[src/rtl/seq_scan_pkg.sv]
// Shared types and default sizing for the serial pattern scan controller.
//   PAT_W_DEF   : default maximum pattern length in bits
//   CNT_W_DEF   : default width of match target / match counter
//   scan_state_e: controller state encoding
package seq_scan_pkg;

  localparam int unsigned PAT_W_DEF = 8;
  localparam int unsigned CNT_W_DEF = 8;

  typedef enum logic [1:0] {
    ST_IDLE  = 2'd0,
    ST_ARMED = 2'd1,
    ST_SCAN  = 2'd2,
    ST_DONE  = 2'd3
  } scan_state_e;

endpackage

[src/rtl/seq_scan_ctrl_if.sv]
// Bus bundle between the scan controller and its user.
//   master: configuration offer, start/abort, serial sample stream in;
//           cfg_ready, detector_out, match_count, busy, done back
//   slave : the controller side of the same signals
interface seq_scan_ctrl_if
  import seq_scan_pkg::*;
#(
  parameter int unsigned PAT_W = PAT_W_DEF,
  parameter int unsigned CNT_W = CNT_W_DEF
);

  localparam int unsigned LEN_W = $clog2(PAT_W) + 1;

  logic             cfg_valid;
  logic             cfg_ready;
  logic [PAT_W-1:0] cfg_pattern;
  logic [LEN_W-1:0] cfg_len;
  logic [CNT_W-1:0] cfg_target;
  logic             start;
  logic             abort;
  logic             sample_en;
  logic             sequence_in;
  logic             detector_out;
  logic [CNT_W-1:0] match_count;
  logic             busy;
  logic             done;

  modport master (
    output cfg_valid, cfg_pattern, cfg_len, cfg_target,
    output start, abort, sample_en, sequence_in,
    input  cfg_ready, detector_out, match_count, busy, done
  );

  modport slave (
    input  cfg_valid, cfg_pattern, cfg_len, cfg_target,
    input  start, abort, sample_en, sequence_in,
    output cfg_ready, detector_out, match_count, busy, done
  );

endinterface

[src/rtl/seq_match_core.sv]
// History shift register, saturating fill counter and pattern comparator.
// Ports:
//   clock, reset : clock and asynchronous active-high reset
//   clear_i      : wipe history and fill (scan start)
//   sample_i     : shift bit_i into history this cycle
//   bit_i        : serial input bit
//   pattern_i    : latched pattern, bit 0 = most recent bit
//   len_i        : effective pattern length, 1..PAT_W
//   match_c_o    : combinational; bit_i would complete a match if sampled now
// Build option: SEQ_SCAN_OVERLAP_EN keeps fill after a match (overlapping);
// otherwise fill restarts at zero after each match.
module seq_match_core
  import seq_scan_pkg::*;
#(
  parameter int unsigned PAT_W = PAT_W_DEF
) (
  input  logic                             clock,
  input  logic                             reset,
  input  logic                             clear_i,
  input  logic                             sample_i,
  input  logic                             bit_i,
  input  logic [PAT_W-1:0]                 pattern_i,
  input  logic [$clog2(PAT_W):0]           len_i,
  output logic                             match_c_o
);

  localparam int unsigned LEN_W = $clog2(PAT_W) + 1;

  logic [PAT_W-1:0] hist_q, hist_d;
  logic [PAT_W-1:0] hist_shift_c;
  logic [PAT_W-1:0] mask_c;
  logic [LEN_W-1:0] fill_q, fill_d;
  logic [LEN_W-1:0] fill_inc_c;

  // Low len_i bits participate in the comparison.
  always_comb begin
    mask_c = '0;
    for (int unsigned i = 0; i < PAT_W; i++) begin
      mask_c[i] = (LEN_W'(i) < len_i);
    end
  end

  assign hist_shift_c = PAT_W'({hist_q, bit_i});
  assign fill_inc_c   = (fill_q == LEN_W'(PAT_W)) ? fill_q : fill_q + LEN_W'(1);

  // Evaluated against the history as it would look after taking bit_i.
  assign match_c_o = (fill_inc_c >= len_i) &&
                     (((hist_shift_c ^ pattern_i) & mask_c) == '0);

  // Next history / fill.
  always_comb begin
    hist_d = hist_q;
    fill_d = fill_q;
    if (clear_i) begin
      hist_d = '0;
      fill_d = '0;
    end else if (sample_i) begin
      hist_d = hist_shift_c;
`ifdef SEQ_SCAN_OVERLAP_EN
      fill_d = fill_inc_c;
`else
      fill_d = match_c_o ? '0 : fill_inc_c;
`endif
    end
  end

  always_ff @(posedge clock or posedge reset) begin
    if (reset) begin
      hist_q <= '0;
      fill_q <= '0;
    end else begin
      hist_q <= hist_d;
      fill_q <= fill_d;
    end
  end

endmodule

[src/rtl/seq_scan_ctrl.sv]
// Serial pattern scan controller: latches a pattern/length/target, then
// counts matches in a sampled bit stream until the target is reached.
// Ports:
//   clock, reset : clock and asynchronous active-high reset
//   bus          : seq_scan_ctrl_if.slave (config, start/abort, samples,
//                  cfg_ready, detector_out, match_count, busy, done)
// Build option: SEQ_SCAN_OVERLAP_EN enables overlapping matches.
module seq_scan_ctrl
  import seq_scan_pkg::*;
#(
  parameter int unsigned PAT_W = PAT_W_DEF,
  parameter int unsigned CNT_W = CNT_W_DEF
) (
  input  logic            clock,
  input  logic            reset,
  seq_scan_ctrl_if.slave  bus
);

  localparam int unsigned LEN_W = $clog2(PAT_W) + 1;

  scan_state_e      state_q, state_d;
  logic [PAT_W-1:0] pat_q, pat_d;
  logic [LEN_W-1:0] len_q, len_d;
  logic [CNT_W-1:0] tgt_q, tgt_d;
  logic [CNT_W-1:0] cnt_q, cnt_d;
  logic             det_q, det_d;
  logic             rdy_q, busy_q, done_q;

  logic [LEN_W-1:0] len_eff_c;
  logic [CNT_W-1:0] cnt_inc_c;
  logic             sample_c;
  logic             clear_c;
  logic             match_c;

  // Zero or oversize length selects the full pattern width.
  assign len_eff_c = ((bus.cfg_len == '0) || (bus.cfg_len > LEN_W'(PAT_W)))
                     ? LEN_W'(PAT_W) : bus.cfg_len;

  assign cnt_inc_c = (cnt_q == '1) ? cnt_q : cnt_q + CNT_W'(1);

  // Samples only count in SCAN, not on an abort cycle, and never for target 0.
  assign sample_c = (state_q == ST_SCAN) && !bus.abort && (tgt_q != '0) &&
                    bus.sample_en;
  assign clear_c  = (state_q == ST_ARMED) && !bus.abort && bus.start;

  seq_match_core #(.PAT_W(PAT_W)) u_core (
    .clock     (clock),
    .reset     (reset),
    .clear_i   (clear_c),
    .sample_i  (sample_c),
    .bit_i     (bus.sequence_in),
    .pattern_i (pat_q),
    .len_i     (len_q),
    .match_c_o (match_c)
  );

  // Next state and datapath.
  always_comb begin
    state_d = state_q;
    pat_d   = pat_q;
    len_d   = len_q;
    tgt_d   = tgt_q;
    cnt_d   = cnt_q;
    det_d   = 1'b0;
    unique case (state_q)
      ST_IDLE, ST_DONE: begin
        if (bus.cfg_valid) begin
          pat_d   = bus.cfg_pattern;
          len_d   = len_eff_c;
          tgt_d   = bus.cfg_target;
          cnt_d   = '0;
          state_d = ST_ARMED;
        end
      end
      ST_ARMED: begin
        if (bus.abort) begin
          state_d = ST_IDLE;
        end else if (bus.start) begin
          state_d = ST_SCAN;
        end
      end
      ST_SCAN: begin
        if (bus.abort) begin
          state_d = ST_IDLE;
        end else if (tgt_q == '0) begin
          state_d = ST_DONE;
        end else if (sample_c && match_c) begin
          det_d = 1'b1;
          cnt_d = cnt_inc_c;
          if (cnt_inc_c == tgt_q) begin
            state_d = ST_DONE;
          end
        end
      end
      default: state_d = ST_IDLE;
    endcase
  end

  // State register; status flags registered from the next state.
  always_ff @(posedge clock or posedge reset) begin
    if (reset) begin
      state_q <= ST_IDLE;
      pat_q   <= '0;
      len_q   <= '0;
      tgt_q   <= '0;
      cnt_q   <= '0;
      det_q   <= 1'b0;
      rdy_q   <= 1'b1;
      busy_q  <= 1'b0;
      done_q  <= 1'b0;
    end else begin
      state_q <= state_d;
      pat_q   <= pat_d;
      len_q   <= len_d;
      tgt_q   <= tgt_d;
      cnt_q   <= cnt_d;
      det_q   <= det_d;
      rdy_q   <= (state_d == ST_IDLE) || (state_d == ST_DONE);
      busy_q  <= (state_d == ST_SCAN);
      done_q  <= (state_d == ST_DONE);
    end
  end

  assign bus.cfg_ready    = rdy_q;
  assign bus.detector_out = det_q;
  assign bus.match_count  = cnt_q;
  assign bus.busy         = busy_q;
  assign bus.done         = done_q;

endmodule

[src/flat_wrapper.sv]
// flat-port wrapper written by rule: the top's interface ports become plain ports
module seq_scan_ctrl_flat import seq_scan_pkg::*;
#(
  parameter int unsigned PAT_W = PAT_W_DEF,
  parameter int unsigned CNT_W = CNT_W_DEF
)
  (clock, reset, bus_cfg_valid, bus_cfg_pattern, bus_cfg_len, bus_cfg_target, bus_start, bus_abort, bus_sample_en, bus_sequence_in, bus_cfg_ready, bus_detector_out, bus_match_count, bus_busy, bus_done);
  seq_scan_ctrl_if #(.PAT_W(PAT_W), .CNT_W(CNT_W)) bus_i ();
  input  logic clock;
  input  logic reset;
  input wire logic [$bits(bus_i.cfg_valid)-1:0] bus_cfg_valid;
  input wire logic [$bits(bus_i.cfg_pattern)-1:0] bus_cfg_pattern;
  input wire logic [$bits(bus_i.cfg_len)-1:0] bus_cfg_len;
  input wire logic [$bits(bus_i.cfg_target)-1:0] bus_cfg_target;
  input wire logic [$bits(bus_i.start)-1:0] bus_start;
  input wire logic [$bits(bus_i.abort)-1:0] bus_abort;
  input wire logic [$bits(bus_i.sample_en)-1:0] bus_sample_en;
  input wire logic [$bits(bus_i.sequence_in)-1:0] bus_sequence_in;
  output wire logic [$bits(bus_i.cfg_ready)-1:0] bus_cfg_ready;
  output wire logic [$bits(bus_i.detector_out)-1:0] bus_detector_out;
  output wire logic [$bits(bus_i.match_count)-1:0] bus_match_count;
  output wire logic [$bits(bus_i.busy)-1:0] bus_busy;
  output wire logic [$bits(bus_i.done)-1:0] bus_done;
  assign bus_i.cfg_valid = bus_cfg_valid;
  assign bus_i.cfg_pattern = bus_cfg_pattern;
  assign bus_i.cfg_len = bus_cfg_len;
  assign bus_i.cfg_target = bus_cfg_target;
  assign bus_i.start = bus_start;
  assign bus_i.abort = bus_abort;
  assign bus_i.sample_en = bus_sample_en;
  assign bus_i.sequence_in = bus_sequence_in;
  assign bus_cfg_ready = bus_i.cfg_ready;
  assign bus_detector_out = bus_i.detector_out;
  assign bus_match_count = bus_i.match_count;
  assign bus_busy = bus_i.busy;
  assign bus_done = bus_i.done;
  seq_scan_ctrl #(.PAT_W(PAT_W), .CNT_W(CNT_W)) u_core (.clock(clock), .reset(reset), .bus(bus_i));
endmodule
[config.mk]
export PLATFORM = sky130hd
export DESIGN_NAME = seq_scan_ctrl_flat
export DESIGN_NICKNAME = d
export VERILOG_FILES = /design/src/rtl/seq_scan_pkg.sv /design/src/rtl/seq_scan_ctrl_if.sv /design/src/rtl/seq_match_core.sv /design/src/rtl/seq_scan_ctrl.sv /design/src/flat_wrapper.sv
export SDC_FILE = /design/constraint.sdc
export NUM_CORES = 1
export LEC_CHECK = 0
export BUFFER_PORTS_ARGS = -buffer_cell sky130_fd_sc_hd__buf_4
export CAP_MARGIN = 20
export CORE_ASPECT_RATIO = 2
export CORE_UTILIZATION = 53
export CTS_BUF_LIST = sky130_fd_sc_hd__clkbuf_8
export DETAILED_ROUTE_END_ITERATION = 7
export PLACE_DENSITY = 0.75
export SYNTH_ARGS = -nofsm -noshare
export SYNTH_HDL_FRONTEND = slang
export SYNTH_SLANG_ARGS = --single-unit
[constraint.sdc]
create_clock -name clock -period 3.4 [get_ports clock]
set_input_delay 0 -clock clock [delete_from_list [all_inputs] [get_ports clock]]
set_output_delay 0 -clock clock [all_outputs]
set_load 0.01 [all_outputs]
-- Word-level counts from Yosys, hierarchy flattened
Cells that the tools add are included.
- flip-flop bits (word level): 45
- word-level logic and storage cells: 83
- bitwise gates (word level): 2
- $add $sub $neg: 2
- equality and inequality tests: 12
- mux-type cells: 25
- reductions and logical operators: 21
- $lt $le $gt $ge: 10
- operators by type and width (kind ; count):
    8-bit two-way mux ; 5
    4-bit two-way mux ; 5
    8-bit logical NOT ; 2
    3-bit by 4-bit less-than comparator with 1-bit output (first input constant) ; 4
    8-bit one-hot mux with 2 select lines ; 1
    2-bit two-way mux ; 7
    7-bit two-way mux ; 2
    8-bit by 1-bit adder with 8-bit output (second input constant) ; 1
    8-bit AND ; 1
    2-bit == test (second input constant) ; 4
    8-bit == test ; 1
    8-bit == test (second input constant) ; 1
    1-bit by 4-bit less-than comparator with 1-bit output (first input constant) ; 2
    2-bit by 4-bit less-than comparator with 1-bit output (first input constant) ; 2
    8-bit nonzero test ; 1
    8-bit bitwise XOR ; 1
    1-bit logical AND ; 7
    2-bit != test (second input constant) ; 3
    2-bit one-hot mux with 3 select lines ; 1
    5-bit AND reduction ; 1
    4-bit by 1-bit adder with 4-bit output (second input constant) ; 1
    4-bit == test (second input constant) ; 1
    4-bit greater-or-equal comparator ; 1
    4-bit greater-than comparator (second input constant) ; 1
    10 further kinds ; 16

-- Logic depth before layout (Yosys ltp)
- depth in word-level cells: 11
- mapped depth: 14

-- By module
Synthesis repeated with hierarchy kept, for this count alone.
- cell total of the unflattened synthesis: 260
- area, all modules: 2590.0 um^2
- modules (own cells, without submodules) (module ; area an instance (um^2) ; instances ; cells an instance ; seq. area each (um^2)):
    seq_scan_ctrl ; 1823.0 ; 1 ; 179 ; 852.1
    seq_match_core ; 767.0 ; 1 ; 81 ; 275.3

-- Worst setup path after synthesis
OpenSTA, ideal clock, no wires.
- path type: register -> register
- start: register u_core.u_core.fill_q[0]
- end: register u_core.rdy_q, in the netlist u_core.bus.cfg_ready
- arrival time: 2.726 ns
- required time: 3.317 ns
- path buffers: 0
- cell stages (with the launch flop): 15
- setup slack: 0.590 ns
- cell sequence: dfrtp_1 > inv_1 > ha_1 > nand2_1 > nor2_1 > xnor2_1 > ha_1 > nand2b_1 > a2111oi_1 > nor4_4 > o211ai_4 > inv_2 > nand4_1 > a31oi_1 > ha_1
- cells in the longest elaborated chain, start to end: 11
- elaborated cells between the ends (all ways): 13
- classes of those cells: 1 x add/sub; 1 x order compare; 2 x eq/ne; 5 x mux; 4 x reduce/logical
- RTL lines (element ; line ; text):
    start: declaration ; seq_match_core.sv:32 ; logic [LEN_W-1:0] fill_q, fill_d;
    start signal: assignment ; seq_match_core.sv:73 ; fill_q <= fill_d;
    4-bit by 1-bit adder with 4-bit output / 4-bit == test (equally long branches) ; seq_match_core.sv:44 ; assign fill_inc_c = (fill_q == LEN_W'(PAT_W)) ? fill_q : fill_q + LEN_W'(1);
    4-bit two-way mux (*) ; seq_match_core.sv:44 ;
    4-bit greater-or-equal comparator (*) ; seq_match_core.sv:47 ; assign match_c_o = (fill_inc_c >= len_i) &&
    1-bit logical AND (*) ; seq_match_core.sv:47 ;
    1-bit logical AND (*) ; seq_scan_ctrl.sv:87 ; end else if (sample_c && match_c) begin
    2-bit two-way mux (*) ; seq_scan_ctrl.sv:87 ;
    2-bit two-way mux (*) ; seq_scan_ctrl.sv:85 ; end else if (tgt_q == '0) begin
    2-bit two-way mux (*) ; seq_scan_ctrl.sv:83 ; if (bus.abort) begin
    2-bit one-hot mux with 3 select lines (*) ; seq_scan_ctrl.sv:65 ; unique case (state_q)
    2-bit == test / 2-bit logical NOT (equally long branches) ; seq_scan_ctrl.sv:118 ; rdy_q <= (state_d == ST_IDLE) || (state_d == ST_DONE);
    1-bit logical OR (*) ; seq_scan_ctrl.sv:118 ;
    end signal: assignment ; seq_scan_ctrl.sv:118 ;
    end: declaration ; seq_scan_ctrl.sv:27 ; logic rdy_q, busy_q, done_q;
Mark *: on every way between the ends. The rest lies on a longest branch, timed or not.
A chain may end at the register's enable or synchronous reset.

-- Final worst setup path
Ends and elaborated chain as after synthesis.

==> results <==
- The run finished with clean final reports.
- The synthesized area per cell is slightly above 10 um^2.
- The clock latency on the worst-skew pair is 0.31 ns.
- The worst-case IR drop observed on VDD is slightly above 0.4 mV.
- The total power divided by cell area is around 520 nW/um^2.
- The floorplan has 36 rows.
- The worst hold path terminates at u_core.len_q[3].
- Dividing the detail-routed wire length by the instance count gives about 17 um.
- The internal power summed over all cells is roughly 1.1 mW.
- The nature of the critical path startpoint is a register.
- The total negative slack is 0 ns.
- The endpoint identified for the worst register-to-register timing path is u_core.bus.cfg_ready.
- After synthesis, the share of flip-flops with an asynchronous set or reset is 100.0%.
- Input and output buffers added on the ports amount to 38.
- In this run the most critical hold path is launched from bus_cfg_len[3].
- The number of H-tree branching levels is 2.
- The count of nets after finishing is approximately 370.
- The post-detailed-route count of antenna-violating nets is 0.
- The switching part of the total is roughly a third.
- The cell area after technology mapping is between 2000 and 3000 um^2.
- Timing would allow up to ~320 MHz.
- The worst-path maximum fanout is 10.
- The die span in y is 102.8 um.
- The repair_antennas step left the layout with diodes totalling 0.
- After detailed placement, the total cell area comes to around 3000 um^2.
- Data arrives at the worst endpoint at approximately 3.3 ns.
- Per report_power, the combinational group accounts for approximately a third of the total.
- The number of global-route vias before repair is 2395.
- Sequential cells burn between 40% and 50% of the power.
- The die is 52.41 um wide.
- The number of top-level design ports is 39.
- The net load switching power is approximately 610 uW.
- The part of the total power dissipated in the clock network is roughly a fifth.
- The number of warnings reported in the yosys synthesis log is 0.
- For the final database, setup skew stands at 0.007630 ns.
- The number of fill cells is 370.
- The tool flagged a number of max-cap violations equal to 0.
- The clock period minus worst slack is approximately 3.1 ns.
- The startpoint of the most critical setup path is u_core.u_core.fill_q[0].
- The TritonCTS clock tree is built.
- The class of the tightest hold or removal check is input pin to register.
- Measured against its own limit, the worst slew margin works out to about three fifths.
- The buffer cell driving the clock tree root is clkbuf_8.
- The number of cells on the worst reg-to-reg path is 14.
- Synthesis produced a netlist whose cell count is about 270.
- The count of final setup violators is 0.
- Setup repair after global routing left no endpoint under its margin.
- The non-filler instance count after layout is 387.
- In the post-route analysis, the smallest setup slack over all paths is between 0.2 and 0.3 ns.
- The worst hold slack is between 0.015 and 0.02 ns.
- The number of nets in the synthesized netlist is slightly above 300.
- At the placement stage, the worst setup path has a slack of 0.3156 ns.
- The met1 wire length is around 2300 um.
- Across all register-to-register paths, the minimum setup slack is around 0.29 ns.
- The multi-input combinational cells in the finished layout cover a total of about 1500 um^2.
- The final clock period utilization by the worst path is 91.51%.
- Before antenna repair, the detailed router went through 5 iterations.
- The floorplan step defined a die boundary enclosing 5389 um^2.
- After clock tree synthesis, the clock-pin slew on the worst setup and hold paths is around 0.080 ns.
- The final HPWL from detailed placement is 4996 um.
- The synthesis-stage register bit count is 45.
- The amount of wire on met3 after detailed routing is 184 um.
- After detailed routing, the number of remaining DRC violations is 0.
- In this run, synthesis inferred 0 flip-flops with an integrated enable.
- The global placement routability congestion is between 0.9 and 1.
- Across every metal layer, demand over resource in global routing totals 27.35%.
- Summing all non-filler instances in the final layout gives an area of roughly 3300 um^2.
- The starting DRC count in detailed routing is 68.
- Yosys mapped the design onto 55 distinct sky130hd cell types.
- The detailed router placed 2344 vias in this run.
- The measured slew at the worst slew-check pin is between 0.5 and 0.6 ns.
- The classification of the worst setup path is register to register.
- Dividing the detail-routed via count by the number of cells gives 6.057.
- Summed over all layers, the global routing overflow is 0.
- The clock drives 45 sinks.
- The share of the Yosys chip area taken by registers is approximately two fifths.
- STA puts the critical path data required time at ~3.6 ns.
- The first global-routing pass estimated 10720 um of wire.
- The flip-flop and latch area is around 1100 um^2.
- The cell depth of the worst min-delay path is 3.
- The fraction of layout cells with a size suffix above 1 is between 20% and 30%.
- The number of placed instances, taps included, is between 300 and 400.
- For this block, the routed nets add up to 6591 um of wire.
- The kind of capture point of the worst setup path is a register.
- The origin of the critical flop-to-flop path is u_core.u_core.fill_q[0].
- Buffers inserted during clock tree synthesis total 5.
- Summed over all cells, the static leakage comes to 1.453 nW.
- The area overhead of the layout relative to synthesis is 24.29%.
- The maximum number of buffers from clock root to sink is 2.
- After floorplanning, the core was sized to cover 4865 um^2.
- The maximum number of pins on one net before global-route repair is 46.
- The total met2 wirelength after detailed routing is approximately 3800 um.
- The most used flip-flop cell after synthesis is dfrtp_1.
- The initial cell density of the core is between 50% and 60%.
- The number of antenna violations at the first check in global routing is 0.
- The total count of hold-check failures in the final report is 0.
- The final number of max-transition violations was 0.
- Routed signal wires occupy layers up through met4.
## what timing repair did
action / in CTS / in global routing
hold endpoints to repair: 64 / 0
setup buffers: 0 / 0
resized for setup: 0 / 0
hold buffers: 24 / 0
setup endpoints to repair: 0 / 0
## registers in the layout, summed over array words and instances (netlist names)
signal	cells
u_core.bus.match_count	8
u_core.bus.done	1
u_core.bus.cfg_ready	1
u_core.u_core.hist_q	7
u_core.bus.busy	1
u_core.bus.detector_out	1
u_core.state_q	2
u_core.len_q	4
u_core.u_core.fill_q	4
u_core.pat_q	8
u_core.tgt_q	8
## power groups by stage
stage	Combinational (mW)	Clock [mW]	Sequential, mW
3_5_place_dp	0.582	0	0.816
3_3_place_gp	0.566	0	0.811
2_1_floorplan	0.452	0	0.771
5_1_grt	0.668	0.360	0.819
6_report	0.605	0.334	0.805
4_1_cts	0.607	0.341	0.805
## Yosys cell counts, types with 2 or more instances
| cell type | count | share of area, % |
|---|---|---|
| a22o_1 | 3 | 0.98 |
| inv_2 | 2 | 0.28 |
| o21ai_1 | 3 | 0.56 |
| nor4_1 | 4 | 0.93 |
| dfrtp_1 | 44 | 41 |
| a21oi_1 | 10 | 1.9 |
| nor2_1 | 18 | 2.5 |
| a221oi_1 | 2 | 0.65 |
| ha_1 | 11 | 5.1 |
| buf_2 | 2 | 0.37 |
| xnor2_1 | 13 | 4.2 |
| a211oi_1 | 4 | 1.1 |
| inv_1 | 11 | 1.5 |
| o22ai_1 | 3 | 0.70 |
| o21a_1 | 4 | 1.1 |
| o31a_1 | 2 | 0.65 |
| a2bb2oi_1 | 3 | 0.98 |
| clkbuf_1 | 4 | 0.56 |
| a31oi_1 | 6 | 1.4 |
| nor3_1 | 6 | 1.1 |
| mux2_2 | 16 | 6.7 |
| nand3_1 | 10 | 1.9 |
| o211ai_1 | 2 | 0.56 |
| buf_4 | 4 | 1.1 |
| and3_1 | 5 | 1.2 |
| xor2_1 | 4 | 1.3 |
| mux2i_1 | 8 | 3.0 |
| nand2_1 | 20 | 2.8 |
| o21ai_0 | 9 | 1.7 |
| nand2b_1 | 4 | 0.93 |
| nor4_2 | 2 | 0.93 |
| nand4_1 | 5 | 1.2 |
## worst max path at each step
stage / to / slack, ns / cells past startpoint
floorplan: u_core.bus.cfg_ready / 0.59 / 14
CTS: u_core.bus.cfg_ready / 0.30 / 14
global route: u_core.bus.cfg_ready / 0.10 / 14
finish: u_core.bus.cfg_ready / 0.29 / 14
global placement: u_core.bus.cfg_ready / 0.38 / 14
detailed placement: u_core.bus.cfg_ready / 0.32 / 14
## cell type report
cell class	instances	area share (%)
clock buffer	6	2.466
clock inverter	1	0.1121
inverter	13	1.457
multi-input combinational	198	43.35
sequential	45	33.67
tap	57	2.130
timing repair buffer	67	16.82
## metal layers
metal | track usage [%] | vias to the layer above
met3 | 4.277 | 31
met5 | 0 | -
met1 | 26.29 | 1135
met2 | 50.15 | 74
li1 | - | 1104
met4 | 19.23 | 0
## layout by cell type (no fill, tap or decap), types with 3 or more instances in the layout
| cell | instances |
|---|---|
| dfrtp_1 | 44 |
| buf_4 | 43 |
| dlygate4sd3_1 | 24 |
| nand2_1 | 20 |
| nor2_1 | 18 |
| mux2_2 | 16 |
| xnor2_1 | 13 |
| inv_1 | 11 |
| ha_1 | 11 |
| a21oi_1 | 10 |
| nand3_1 | 10 |
| o21ai_0 | 9 |
| mux2i_1 | 8 |
| nor3_1 | 6 |
| a31oi_1 | 6 |
| clkbuf_8 | 6 |
| and3_1 | 5 |
| nand4_1 | 5 |
| xor2_1 | 4 |
| nor4_1 | 4 |
| o21a_1 | 4 |
| nand2b_1 | 4 |
| a211oi_1 | 4 |
| o22ai_1 | 3 |
| o21ai_1 | 3 |
| a2bb2oi_1 | 3 |
| a22o_1 | 3 |
## worst max-delay path, cell delays in order (launching register included)
cell and delay [ns]:
dfrtp_1 0.41, inv_1 0.10, ha_1 0.14, nand2_1 0.06
nor2_1 0.12, xnor2_1 0.17, ha_1 0.27, nand2b_1 0.14
a2111oi_1 0.59, nor4_4 0.11, o211ai_4 0.17, inv_2 0.14
nand4_1 0.18, a31oi_1 0.15, ha_1 0.29
## stage by stage
stage	utilization, %	power (mW)
4_1_cts	68.83	1.754
3_5_place_dp	62.11	1.397
5_1_grt	68.83	1.847
6_report	68.83	1.744
2_1_floorplan	-	1.223
3_3_place_gp	62.11	1.377
## cells by family after synthesis
logic type / count (synthesis) / share of synthesized area [%]
adders and majority gates: 11 / 5.109
and+or+nand+nor: 83 / 16.58
xor gates and xnor gates: 17 / 5.527
DFF: 45 / 41.85
AOI/OAI and AO/OA: 63 / 17.00
muxes: 24 / 9.661
buffers and inverters: 24 / 4.273
(Power assumes the default switching activity.)
